## config.mk

```make
export PLATFORM = sky130hd
export DESIGN_NAME = cpu_run_ctrl_flat
export DESIGN_NICKNAME = d
export VERILOG_FILES = /design/src/rtl/cpu_run_ctrl_if.sv /design/src/rtl/cpu_run_ctrl.sv /design/src/flat_wrapper.sv
export SDC_FILE = /design/constraint.sdc
export NUM_CORES = 1
export LEC_CHECK = 0
export ABC_AREA = 1
export CAP_MARGIN = 5
export CORE_UTILIZATION = 55
export CTS_CLUSTER_SIZE = 24
export DETAILED_ROUTE_END_ITERATION = 7
export GPL_TIMING_DRIVEN = 1
export PLACE_DENSITY = 0.78
export SYNTH_ARGS = -nofsm -noshare
export SYNTH_HDL_FRONTEND = slang
export SYNTH_SLANG_ARGS = --single-unit
```

## constraint.sdc

```tcl
create_clock -name clk_in -period 3.35 [get_ports clk_in]
set_clock_uncertainty 0.2 [all_clocks]
set_input_delay 0.335 -clock clk_in [delete_from_list [all_inputs] [get_ports clk_in]]
set_output_delay 0.335 -clock clk_in [all_outputs]
set_load 0.05 [all_outputs]
```

## src/rtl/cpu_run_ctrl_if.sv

```systemverilog
// Board-side run-control signal bundle between the clock wrapper and cpu_run_ctrl.
// The master drives the switch/button/halt inputs; the slave returns enable, state, tick and count.
interface cpu_run_ctrl_if;
    logic        run_sw;
    logic        step_btn;
    logic        halt_req;
    logic        cpu_en;
    logic [1:0]  run_state;
    logic        scan_tick;
    logic [31:0] cycle_cnt;

    modport master (
        output run_sw, step_btn, halt_req,
        input  cpu_en, run_state, scan_tick, cycle_cnt
    );

    modport slave (
        input  run_sw, step_btn, halt_req,
        output cpu_en, run_state, scan_tick, cycle_cnt
    );
endinterface

```

## src/rtl/cpu_run_ctrl.sv

```systemverilog
// CPU run control in the PLL clock domain: synchronised run switch, debounced single-step,
// halt-to-done FSM, Moore clock-enable, saturating enabled-cycle counter and free-running scan tick.
module cpu_run_ctrl #(
    parameter int unsigned DEBOUNCE_CYCLES = 20000,
    parameter int unsigned TICK_DIV        = 23000
) (
    input logic          clk_in,
    input logic          rst_n,
    cpu_run_ctrl_if.slave bus
);
    localparam int unsigned DB_W = $clog2(DEBOUNCE_CYCLES + 1);
    localparam int unsigned TK_W = $clog2(TICK_DIV);
    localparam logic [DB_W-1:0] DB_LAST = DB_W'(DEBOUNCE_CYCLES - 1);
    localparam logic [TK_W-1:0] TK_LAST = TK_W'(TICK_DIV - 1);

    typedef enum logic [1:0] {
        IDLE = 2'd0,
        RUN  = 2'd1,
        STEP = 2'd2,
        DONE = 2'd3
    } state_e;

    logic [1:0]      run_sync_q, run_sync_d;
    logic [1:0]      btn_sync_q, btn_sync_d;
    logic [DB_W-1:0] db_cnt_q, db_cnt_d;
    logic            btn_db_q, btn_db_d;
    logic            btn_db_dly_q, btn_db_dly_d;
    logic            step_pulse_q, step_pulse_d;
    state_e          state_q, state_d;
    logic [TK_W-1:0] tick_cnt_q, tick_cnt_d;
    logic            scan_tick_q, scan_tick_d;
    logic [31:0]     cycle_cnt_q, cycle_cnt_d;
    logic            run_s, btn_s, cpu_en;

    assign run_s  = run_sync_q[1];
    assign btn_s  = btn_sync_q[1];
    assign cpu_en = (state_q == RUN) || (state_q == STEP);

    // NOTE: every output of this block gets a default first, so no path can infer a latch.
    always_comb begin : sync_debounce
        run_sync_d   = {run_sync_q[0], bus.run_sw};
        btn_sync_d   = {btn_sync_q[0], bus.step_btn};
        db_cnt_d     = '0;
        btn_db_d     = btn_db_q;
        btn_db_dly_d = btn_db_q;
        step_pulse_d = btn_db_q & ~btn_db_dly_q;
        if (btn_s != btn_db_q) begin
            if (db_cnt_q == DB_LAST) btn_db_d = btn_s;
            else                     db_cnt_d = db_cnt_q + 1'b1;
        end
    end

    // Run beats a coincident step in IDLE; DONE is left only through reset.
    always_comb begin : next_state
        state_d = state_q;
        unique case (state_q)
            IDLE: begin
                if (run_s)             state_d = RUN;
                else if (step_pulse_q) state_d = STEP;
            end
            RUN: begin
                if (bus.halt_req)      state_d = DONE;
                else if (!run_s)       state_d = IDLE;
            end
            STEP:    state_d = bus.halt_req ? DONE : IDLE;
            DONE:    state_d = DONE;
            default: state_d = IDLE;
        endcase
    end

    always_comb begin : counters
        tick_cnt_d  = (tick_cnt_q == TK_LAST) ? '0 : tick_cnt_q + 1'b1;
        scan_tick_d = (tick_cnt_q == TK_LAST);
        cycle_cnt_d = cycle_cnt_q;
        if (cpu_en && (cycle_cnt_q != 32'hFFFF_FFFF)) cycle_cnt_d = cycle_cnt_q + 32'd1;
    end

    // NOTE: non-blocking assignments here so every flop samples pre-edge values.
    always_ff @(posedge clk_in) begin
        if (!rst_n) begin
            run_sync_q   <= '0;
            btn_sync_q   <= '0;
            db_cnt_q     <= '0;
            btn_db_q     <= 1'b0;
            btn_db_dly_q <= 1'b0;
            step_pulse_q <= 1'b0;
            state_q      <= IDLE;
            tick_cnt_q   <= '0;
            scan_tick_q  <= 1'b0;
            cycle_cnt_q  <= '0;
        end else begin
            run_sync_q   <= run_sync_d;
            btn_sync_q   <= btn_sync_d;
            db_cnt_q     <= db_cnt_d;
            btn_db_q     <= btn_db_d;
            btn_db_dly_q <= btn_db_dly_d;
            step_pulse_q <= step_pulse_d;
            state_q      <= state_d;
            tick_cnt_q   <= tick_cnt_d;
            scan_tick_q  <= scan_tick_d;
            cycle_cnt_q  <= cycle_cnt_d;
        end
    end

    assign bus.cpu_en    = cpu_en;
    assign bus.run_state = state_q;
    assign bus.scan_tick = scan_tick_q;
    assign bus.cycle_cnt = cycle_cnt_q;
endmodule

```

## src/flat_wrapper.sv

```systemverilog
// flat-port wrapper written by rule: the top's interface ports become plain ports
module cpu_run_ctrl_flat 
#(
    parameter int unsigned DEBOUNCE_CYCLES = 20000,
    parameter int unsigned TICK_DIV        = 23000
)
  (clk_in, rst_n, bus_run_sw, bus_step_btn, bus_halt_req, bus_cpu_en, bus_run_state, bus_scan_tick, bus_cycle_cnt);
  cpu_run_ctrl_if bus_i ();
  input logic clk_in;
  input logic rst_n;
  input wire logic [$bits(bus_i.run_sw)-1:0] bus_run_sw;
  input wire logic [$bits(bus_i.step_btn)-1:0] bus_step_btn;
  input wire logic [$bits(bus_i.halt_req)-1:0] bus_halt_req;
  output wire logic [$bits(bus_i.cpu_en)-1:0] bus_cpu_en;
  output wire logic [$bits(bus_i.run_state)-1:0] bus_run_state;
  output wire logic [$bits(bus_i.scan_tick)-1:0] bus_scan_tick;
  output wire logic [$bits(bus_i.cycle_cnt)-1:0] bus_cycle_cnt;
  assign bus_i.run_sw = bus_run_sw;
  assign bus_i.step_btn = bus_step_btn;
  assign bus_i.halt_req = bus_halt_req;
  assign bus_cpu_en = bus_i.cpu_en;
  assign bus_run_state = bus_i.run_state;
  assign bus_scan_tick = bus_i.scan_tick;
  assign bus_cycle_cnt = bus_i.cycle_cnt;
  cpu_run_ctrl #(.DEBOUNCE_CYCLES(DEBOUNCE_CYCLES), .TICK_DIV(TICK_DIV)) u_core (.clk_in(clk_in), .rst_n(rst_n), .bus(bus_i));
endmodule
```

Word-level counts from Yosys, hierarchy flattened

Index checks and enable logic that the tools add are counted.

Register bits: 72
Bits of input ports: 5

Reduce and logical (&&, ||, !) cells: 7
Add/sub/neg operators: 3
Equal/unequal tests: 9
Mux-type cells: 6
Bitwise operators: 4

Operators by type and width:

| kind                                                                  | count |
|---|---|
| 32-bit by 1-bit adder with 32-bit output, second input constant       | 1 |
| 32-bit != test, second input constant                                 | 1 |
| 15-bit by 1-bit adder with 15-bit output, second input constant       | 2 |
| 15-bit equality test, second input constant                           | 2 |
| 2-bit 2-to-1 mux                                                      | 5 |
| 2-bit one-hot mux with 4 select lines                                 | 1 |
| 2-bit equality test, second input constant                            | 2 |
| 2-bit AND reduction                                                   | 2 |
| 3-bit by 1-bit != test with 1-bit output, second input constant       | 1 |
| 3-bit != test, second input constant                                  | 1 |
| 1-bit NOT                                                             | 3 |
| 3-bit OR reduction                                                    | 1 |
| 2-bit by 1-bit equality test with 1-bit output, second input constant | 1 |
| 2-bit logical NOT                                                     | 1 |
| 2-bit OR reduction                                                    | 1 |
| 1-bit bitwise AND                                                     | 1 |
| 1-bit logical AND                                                     | 1 |
| 1-bit logical OR                                                      | 1 |
| 1-bit != test                                                         | 1 |

Longest topological paths before layout

Gate-level depths: netlist (run 1).

Depth after elaboration: 3
Gate-level depth with buffers: 11
Mapped depth without buffers: 10

Least setup slack after synthesis (run 1)

No wires, ideal clock.

Path type: flip-flop to flip-flop
Start: reg u_core.state_q[1] (netlist: u_core.bus.run_state[1])
End: reg u_core.cycle_cnt_q[16] (netlist: u_core.bus.cycle_cnt[16])
Library setup time: 117 ps
Data arrival time: 2,365 ps
Required time: 3,033 ps
Stages on the path, launching flop included: 10
Clock period less this slack: 2,682 ps
Path slack: 668 ps
Path through: dfxtp_1 > inv_1 > ha_1 > clkbuf_1 > buf_2 > nand2_1 > nor3b_1 > nand3_1 > nand2_1 > nor2_1

Cells in the longest elaborated chain, start to end: 3
Elaborated cells between the ends (all ways): 4
Those cells by class: eq/ne (2); reduce/logical (2)

RTL lines:

| element                                                                               | RTL line            | source |
|---|---|---|
| start: declaration                                                                    | cpu_run_ctrl.sv:29  | `state_e state_q, state_d;` |
| start signal: assignment                                                              | cpu_run_ctrl.sv:98  | `state_q <= state_d;` |
| 2-bit by 1-bit equality test with 1-bit output or 2-bit equality test (tied branches) | cpu_run_ctrl.sv:37  | `assign cpu_en = (state_q == RUN) \|\| (state_q == STEP);` |
| 1-bit logical OR *                                                                    | cpu_run_ctrl.sv:37  |  |
| net bus_cpu_en                                                                        | flat_wrapper.sv:14  | `output wire logic [$bits(bus_i.cpu_en)-1:0] bus_cpu_en;` |
| 1-bit logical AND *                                                                   | cpu_run_ctrl.sv:75  | `if (cpu_en && (cycle_cnt_q != 32'hFFFF_FFFF)) cycle_cnt_d = cycle_cnt_q + 32'd1;` |
| end signal: assignment                                                                | cpu_run_ctrl.sv:101 | `cycle_cnt_q <= cycle_cnt_d;` |
| end: declaration                                                                      | cpu_run_ctrl.sv:32  | `logic [31:0] cycle_cnt_q, cycle_cnt_d;` |

The timed path passes the listed nets; every way through them passes the cells marked *.
A chain may end at the register's enable or synchronous reset.

Worst setup path after layout (run 1)

Start: reg u_core.state_q[0] (netlist: u_core.bus.run_state[0])
End: out bus_cpu_en

Cells in the longest elaborated chain, start to end: 2
Elaborated cells between the ends (all ways): 3
Those cells by class: eq/ne (2); reduce/logical (1)

RTL lines:

| element                                                                               | RTL line |
|---|---|
| 2-bit by 1-bit equality test with 1-bit output or 2-bit equality test (tied branches) | cpu_run_ctrl.sv:37 |
| 1-bit logical OR *                                                                    | cpu_run_ctrl.sv:37 |
| end: declaration                                                                      | flat_wrapper.sv:14 |

Every way passes the cells marked *; elsewhere a longest branch is shown, timed or not.

==> impl_metrics.toml, run 1 <==
[route]
vias = 3550
wirelength_um = 7750
viasPerCell = 5.228
dr.pass1.iters = 4
drt_iter0_drc = 174
drt-wirelength-per-cell_um = 11.41
ant_nets = 0
drc = 0

[power]
leakage_nw = 1.679
vdd.ir_drop.worst_mv = 0.3338
powerDensity_nw_per_um2 = 444.6

[layout]
drive_gt1_share_pct = 5.316
fill_cells = 559
syn2layout_area_growth_pct = 16.39
final_nets = 609
antenna_cells = 0
fin_util_pct = 66.91
final_cell_count_no_fill = 679
design_area_um2 = 4273

[placed_design]
gp_routability_congestion = 0.9343
dp_hpwl_um = 5680
place_inst = 663
port_buffers = 40
dpl-instance-area_um2 = 4109

[synthesis]
syn_area_um2 = 3671
synth_ff_type = "dfxtp_1"
syn_area_per_cell_um2 = 6.591
synth.distinct_cells = 27
synth_cells = 557
synth_most_common_cell = "nand2_1"
synth_common_cells = "nand2_1, nor2_1, dfxtp_1"
synth_nets = 569
async_flop_share_pct = 0
synth_area_leader_cell = "dfxtp_1"
synth_area_leaders = "dfxtp_1, nand2_1, nor2_1"
synth_edf_count = 0
synth_warnings = 0
ys_seq_area_share_pct = 39.26
yosys.area.top_type_share_pct = 39.26
ys_ff_latch = 72

[clocking]
clock_path_buffers = 2
root_buffer = "clkbuf_8"
postCtsHoldBufs = 0
htree_levels = 3
post_cts_buffers = 0
numCtsBuffers = 9
path_clk_slew_ns = 0.07
clk_latency_ns = 0.36
cts.sinks = 72
cts-resized-gates = 0
cts_tree = "yes"

[sta]
drv_slew = 0
slew_headroom_pct = 46.09
setup_tns_ns = 0
fin_crit_sh_pct = 74.31
fmax_mhz = 401.7
setup_viol_count_final = 0
worstMarginPinSlew_ns = 0.8078
whs_ns = 0.2022
hold_violations = 0
rsz0062_at_grt = "no"
post-route-min-period_ns = 2.489

[critical_path]
cp.arrival_ns = 1.95
cp_max_fo = 5
r2r_cells = 8
crit_path_end_kind = "output pin"
crit_type = "flop to output pin"
crit_required_ns = 2.81
worst_setup_path_start_kind = "flop"

[floorplanning]
dieArea_um2 = 7006
core_um2 = 6386
ioPinCount = 41
rows = 29
initial_core_util_pct = 57.48
dieWidth_um = 83.70
dieHeight_um = 83.70

[min_path]
whs_path_depth = 1
hold_path_class = "flop to flop"

[grt]
grt_pass1_wl_um = 13460
grt_max_degree = 41
grt_antenna_before_repair = 0
grt-busiest-layer = "met2"
grtUsageMet2_pct = 41.83
met1_usage_pct = 26.93
grt_pass1_vias = 3189
grt_overflow_total = 0
grt_usage_pct = 23.58
met3_usage_pct = 5.539

[outcome]
status = "complete, no violations"

[flow_run]
maxCapViolations = 0
==> worst paths after layout <==
path                              end  slack [ns]                    start
max reg2reg  u_core.bus.cycle_cnt[19]        0.87  u_core.bus.cycle_cnt[0]
min reg2reg       u_core.step_pulse_q        0.20      u_core.btn_db_dly_q
max                        bus_cpu_en        0.86  u_core.bus.run_state[0]
min               u_core.step_pulse_q        0.20      u_core.btn_db_dly_q
==> stage by stage <==
stage / worst slack [ns] / power, mW
6_report: 0.8606 / 1.900
5_1_grt: 0.6277 / 1.992
4_1_cts: 0.8523 / 1.910
3_5_place_dp: 0.8983 / 1.328
3_3_place_gp: 0.9924 / 1.325
2_1_floorplan: 0.6677 / 1.223
==> routing by layer <==
| metal | vias up | share of wire (%) |
|---|---|---|
| li1 | 1847 | - |
| met1 | 1595 | 45 |
| met2 | 85 | 48 |
| met3 | 23 | 4.4 |
| met4 | 0 | 3.0 |
| met5 | - | 0 |
==> worst max-delay path, cell delays in order, from the launching register on <==
cell and delay (ns):
dfxtp_1 0.42, inv_1 0.09, ha_1 0.30, clkdlybuf4s50_1 0.80
==> report_power, final <==
part,internal [mW],switching [mW]
Clock,0.264,0.327
Sequential,0.882,0.0245
Combinational,0.127,0.275
==> layout by cell type, fill, tap and decap left out <==
| cell | count |
|---|---|
| or2_2 | 6 |
| xor2_1 | 9 |
| nand2_1 | 137 |
| buf_4 | 2 |
| nand3_1 | 42 |
| clkbuf_8 | 9 |
| inv_1 | 59 |
| inv_2 | 1 |
| clkinv_4 | 1 |
| nor3b_1 | 1 |
| clkbuf_1 | 1 |
| clkdlybuf4s50_1 | 40 |
| nor2_1 | 115 |
| nand2_4 | 2 |
| nand4_1 | 12 |
| nand3_2 | 2 |
| nor2_2 | 1 |
| o21ai_0 | 10 |
| nor2_4 | 2 |
| nor3_1 | 14 |
| nor4_1 | 3 |
| nor2_8 | 1 |
| ha_1 | 7 |
| and2_1 | 1 |
| clkinv_2 | 4 |
| clkinvlp_4 | 1 |
| a21oi_1 | 42 |
| xnor2_1 | 3 |
| dfxtp_1 | 72 |
| nand3b_1 | 2 |
==> registers in the layout, summed over array words and instances (netlist names) <==
| name | cells |
|---|---|
| u_core.bus.cycle_cnt | 32 |
| u_core.db_cnt_q | 15 |
| u_core.tick_cnt_q | 15 |
| u_core.btn_sync_q | 2 |
| u_core.bus.run_state | 2 |
| u_core.run_sync_q | 2 |
| u_core.btn_db_dly_d | 1 |
| u_core.btn_db_dly_q | 1 |
| u_core.bus.scan_tick | 1 |
| u_core.step_pulse_q | 1 |
==> layout make-up <==
class | count | area, µm² | share of cell area, %
clock buffer | 10 | 127.6 | 2.987
clock inverter | 6 | 36.28 | 0.8492
inverter | 60 | 225.2 | 5.271
multi-input combinational | 412 | 1931 | 45.18
sequential | 72 | 1441 | 33.73
tap | 77 | 96.34 | 2.255
timing repair buffer | 42 | 415.4 | 9.722
==> cells by family (layout without fill, tap and decap cells) <==
logic type               count (synthesis)  count (layout)  share of synthesized area, %
buffers and inverters                   73             118                         8.146
adder cells (fa/ha/maj)                  7               7                         2.386
XOR/XNOR                                12              12                         2.863
flip-flops                              72              72                         39.26
AO/OA/AOI/OAI                           52              52                         7.089
AND/OR/NAND/NOR                        341             341                         40.25
Power figures use the tool's default switching activity.
==> run 2: changes to the inputs <==
==> constraint.sdc (replaced) <==
create_clock -name clk_in -period 2.4 [get_ports clk_in]
set_clock_uncertainty 0.2 [all_clocks]
set_input_delay 0.24 -clock clk_in [delete_from_list [all_inputs] [get_ports clk_in]]
set_output_delay 0.24 -clock clk_in [all_outputs]
set_load 0.05 [all_outputs]
==> run 2 against run 1 <==
Wire length up 3.6%. Non-clock buffer count is 2 higher. Core utilization grew 0.57 points. Die area did not move. Critical path depth is 6 higher. Total power grew 43%. Cell area is 0.85% higher. Sequential power increased by 40%. Global-route usage rose by 0.65 points.
==> impl_metrics.toml, run 2 (synthesis results as in run 1) <==
[sta]
slew_headroom_pct = 64.98
post-route-min-period_ns = 2.202
fmax_mhz = 454.2
hold_violations = 0
setup_viol_count_final = 0
worstMarginPinSlew_ns = 0.5236
rsz0062_at_grt = "no"
fin_crit_sh_pct = 91.73
setup_tns_ns = 0
drv_slew = 0

[min_path]
hold_end = "u_core.step_pulse_q"
hold_path_class = "flop to flop"
min_from = "u_core.btn_db_dly_q"
whs_path_depth = 1

[layout]
layout_commonest_cell = "nand2_1"
syn2layout_area_growth_pct = 17.38
fill_cells = 573
ff_latch_area_um2 = 1444
antenna_cells = 0
final_nets = 611
multi_input_area_um2 = 1933
final_cell_count_no_fill = 681
final_cell_mix = "nand2_1, nor2_1, dfxtp_1, inv_1"
drive_gt1_share_pct = 6.291
largest_reg_flops = 32

[critical_path]
critPathTopFamily = "simple AND/OR/NAND/NOR gates"
r2r-end = "u_core.bus.cycle_cnt[19]"
worst_setup_path_start_kind = "flop"
regToRegStartpoint = "u_core.bus.run_state[1]"
crit_chain = "inv_1, ha_2, nand2_1, nor2_1, nand2_1, nor2_1, nand3_1, nand2_1, nor2_1"
rrSetupSlack_ns = 0.20
crit_type = "flop to flop"
crit_buf_inv = 1
slowest_delay_ns = 0.53
crit_path_top_delay_cell = "ha_2"
crit_path_end_kind = "flop"
cp_max_fo = 17
crit_required_ns = 2.45
cp.arrival_ns = 2.25
r2r_cells = 9

[route]
wl_met1_um = 3621
viasPerCell = 5.189
vias = 3534
drt_iter0_drc = 162
ant_nets = 0
wl_met2_um = 3848
drc = 0
wirelength_um = 8028
wl_met3_um = 412
topRoutingLayerUsed = "met4"
drt-wirelength-per-cell_um = 11.79
dr.pass1.iters = 4

[flow_run]
maxCapViolations = 0

[power]
vdd.ir_drop.worst_mv = 0.6088
leakage_nw = 1.698
powerDensity_nw_per_um2 = 630.0

[clocking]
cts-resized-gates = 0
path_clk_slew_ns = 0.08
clock_path_buffers = 2
root_buffer = "clkbuf_8"
cts_tree = "yes"
postCtsHoldBufs = 0
numCtsBuffers = 9
post_cts_buffers = 0
cts.sinks = 72
clk_latency_ns = 0.35
htree_levels = 3

[floorplanning]
core_um2 = 6386
dieWidth_um = 83.70
ioPinCount = 41
initial_core_util_pct = 57.48
dieHeight_um = 83.70
dieArea_um2 = 7006
rows = 29

[placed_design]
gp_routability_congestion = 0.9210
place_inst = 665
dp_hpwl_um = 5945
port_buffers = 40

[grt]
grt_max_degree = 23
grt_overflow_total = 0
grt_antenna_before_repair = 0
grt_pass1_vias = 3221
grt_usage_pct = 24.23
grt_pass1_wl_um = 13760

[outcome]
status = "complete, no violations"
## run 2: how the worst max path moves through the flow
stage / cells after the start / start / end
finish: 9 / u_core.bus.run_state[1] / u_core.bus.cycle_cnt[19]
global route: 9 / u_core.bus.run_state[1] / u_core.bus.cycle_cnt[19]
CTS: 9 / u_core.bus.run_state[1] / u_core.bus.cycle_cnt[19]
detailed placement: 9 / u_core.bus.run_state[1] / u_core.bus.cycle_cnt[19]
global placement: 9 / u_core.bus.run_state[1] / u_core.bus.cycle_cnt[27]
floorplan: 9 / u_core.bus.run_state[1] / u_core.bus.cycle_cnt[16]
## run 2: area by class of cell
class	count	area share, %
well taps	77	2.236
clock inverters	4	0.6388
flip-flops and latches	72	33.51
repair buffers	44	9.930
inverters	60	5.226
clock buffers	12	3.600
multi-input cells	412	44.86
## run 2: per-stage QoR
step                      util, %  power, mW  setup WS, ns  hold WS (ns)  area (µm²)
after floorplan                 -      1.716      0.005347        0.1376        3676
after global placement      64.62      1.836        0.3379        0.1854        4126
after detailed placement    64.62      1.855        0.2592        0.1841        4126
after CTS                   67.48      2.734        0.2194        0.1925        4309
after global routing        67.48      2.843       0.05882        0.2030        4309
final                       67.48      2.715        0.1984        0.1848        4309
## run 2: worst register-to-register path, delay by kind of cell, from the launching register on
family	cells	cell delay, ns
adder cells (fa/ha/maj)	1	0.53
flip-flops	1	0.35
AND/OR/NAND/NOR	7	0.94
buffers and inverters	1	0.07
## run 2: report_power, final
part	total [mW]	switching [mW]	internal [mW]
Clock	0.889	0.455	0.434
Combinational	0.557	0.387	0.170
Sequential	1.27	0.0348	1.23
Total	2.71	0.877	1.84
## run 2: metal layers
metal / up-vias / global-route usage, %
met1: 1583 / 29.10
met2: 86 / 41.83
met5: - / 0
met3: 17 / 6.330
li1: 1848 / -
met4: 0 / 8.320
==> run 3: changes to the inputs <==
--- a/config.mk
+++ b/config.mk
@@ -8,10 +8,12 @@
 export ABC_AREA = 1
 export CAP_MARGIN = 5
 export CORE_UTILIZATION = 55
+export CTS_CLUSTER_DIAMETER = 40
 export CTS_CLUSTER_SIZE = 24
 export DETAILED_ROUTE_END_ITERATION = 7
 export GPL_TIMING_DRIVEN = 1
 export PLACE_DENSITY = 0.78
+export RECOVER_POWER = 25
 export SYNTH_ARGS = -nofsm -noshare
 export SYNTH_HDL_FRONTEND = slang
 export SYNTH_SLANG_ARGS = --single-unit
==> run 3 against run 2 <==
Via count about the same. Flip-flop and latch count unchanged. Clock power about the same. Cell area about the same. Core utilization down 0.059 points. Largest power group unchanged. Count of clock-buffer cells in the layout unchanged. Combinational power about the same. Largest cell class unchanged. First-iteration DRC count unchanged.
==> impl_metrics.toml, run 3 (synthesis results as in run 1) <==
[layout]
final_nets = 611
multi_input_area_um2 = 1933
fill_cells = 573
final_cell_mix = "nand2_1, nor2_1, dfxtp_1, inv_1"
antenna_cells = 0
syn2layout_area_growth_pct = 17.28
drive_gt1_share_pct = 6.126
layout_commonest_cell = "nand2_1"
largest_reg_flops = 32
final_cell_count_no_fill = 681
fin_util_pct = 67.42
ff_latch_area_um2 = 1444
design_area_um2 = 4305

[grt]
grt_overflow_total = 0
grt_antenna_before_repair = 0
grt_pass1_wl_um = 13760
grt_pass1_vias = 3221
grt_usage_pct = 24.23
grt_max_degree = 23

[sta]
hold_violations = 0
post-route-min-period_ns = 2.200
worstMarginPinSlew_ns = 1.005
setup_tns_ns = 0
setup_viol_count_final = 0
setup_ws_ns = 0.1998
drv_slew = 0
fin_crit_sh_pct = 91.67
rsz0062_at_grt = "no"
slew_headroom_pct = 32.99
fmax_mhz = 454.5

[power]
p_seq_share_pct = 46.7
vdd.ir_drop.worst_mv = 0.6087
swShare_pct = 32.31
combPwrFrac_pct = 20.5
powerDensity_nw_per_um2 = 630.5
p_int_mw = 1.838
clkPwrFrac_pct = 32.8
p_switching_mw = 0.8769
leakage_nw = 1.698

[floorplanning]
dieWidth_um = 83.70
core_um2 = 6386
dieArea_um2 = 7006
rows = 29
ioPinCount = 41
initial_core_util_pct = 57.48
dieHeight_um = 83.70

[clocking]
cts_tree = "yes"
clk_latency_ns = 0.35
cts-resized-gates = 0
path_clk_slew_ns = 0.08
cts.sinks = 72
htree_levels = 3
post_cts_buffers = 0
postCtsHoldBufs = 0
numCtsBuffers = 9
root_buffer = "clkbuf_8"
clock_path_buffers = 2

[route]
drt-wirelength-per-cell_um = 11.79
drc = 0
viasPerCell = 5.186
wl_met3_um = 419
wl_met1_um = 3615
wl_met2_um = 3848
wirelength_um = 8030
dr.pass1.iters = 4
ant_nets = 0
topRoutingLayerUsed = "met4"
drt_iter0_drc = 162
vias = 3532

[placed_design]
port_buffers = 40
dp_hpwl_um = 5945
gp_routability_congestion = 0.9210
place_inst = 665
dpl-instance-area_um2 = 4126
pre_cts_ws_ns = 0.2592

[critical_path]
crit_chain = "inv_1, ha_2, nand2_1, nor2_1, nand2_1, nor2_1, nand3_1, nand2_1, nor2_1"
crit_type = "flop to flop"
crit_buf_inv = 1
cp.arrival_ns = 2.25
r2r-end = "u_core.bus.cycle_cnt[19]"
rrSetupSlack_ns = 0.20
worst_setup_path_start_kind = "flop"
crit_required_ns = 2.45
regToRegStartpoint = "u_core.bus.run_state[1]"
critPathTopFamily = "simple AND/OR/NAND/NOR gates"
crit_cells = 9
cp_max_fo = 17
setup.worst_path.start = "u_core.bus.run_state[1]"
crit_path_top_delay_cell = "ha_2"
r2r_cells = 9
slowest_delay_ns = 0.53
crit_path_end_kind = "flop"

[min_path]
min_from = "u_core.btn_db_dly_q"
whs_path_depth = 1
hold_path_class = "flop to flop"
hold_end = "u_core.step_pulse_q"

[flow_run]
maxCapViolations = 0

[outcome]
status = "complete, no violations"
run 3: changes by cell type in the layout (fill, tap and decap cells not counted), sizes merged:
cell	change
buf	-1
clkbuf	+1
clkdlybuf4s50	-1
dlygate4sd3	+1
run 3: final cells by class:
class | count | area share, %
clock buffers | 12 | 3.604
clock inverters | 4 | 0.6393
inverters | 60 | 5.231
multi-input cells | 412 | 44.90
flip-flops and latches | 72 | 33.54
well taps | 77 | 2.238
repair buffers | 44 | 9.852
run 3: worst max path at each step:
| stage | endpoint | slack (ns) |
|---|---|---|
| after floorplan | u_core.bus.cycle_cnt[16] | 0.005 |
| after global placement | u_core.bus.cycle_cnt[27] | 0.34 |
| after detailed placement | u_core.bus.cycle_cnt[19] | 0.26 |
| after CTS | u_core.bus.cycle_cnt[19] | 0.22 |
| after global routing | u_core.tick_cnt_q[2] | 0.06 |
| final | u_core.bus.cycle_cnt[19] | 0.20 |
run 3: per-stage QoR:
stage / total power, mW / hold WS (ns)
6_report: 2.714 / 0.1848
5_1_grt: 2.842 / 0.2030
4_1_cts: 2.734 / 0.1925
3_5_place_dp: 1.855 / 0.1841
3_3_place_gp: 1.836 / 0.1854
2_1_floorplan: 1.716 / 0.1376
run 3: metal layers:
layer | GRT usage [%] | vias up
li1 | - | 1847
met1 | 29.10 | 1581
met2 | 41.83 | 87
met3 | 6.330 | 17
met4 | 8.320 | 0
met5 | 0 | -
run 3: power groups by stage:
stage / logic, mW / clock network, mW / registers [mW]
floorplan: 0.328 / 0 / 1.39
global placement: 0.544 / 0 / 1.29
detailed placement: 0.558 / 0 / 1.30
CTS: 0.558 / 0.907 / 1.27
global route: 0.610 / 0.958 / 1.28
finish: 0.556 / 0.889 / 1.27
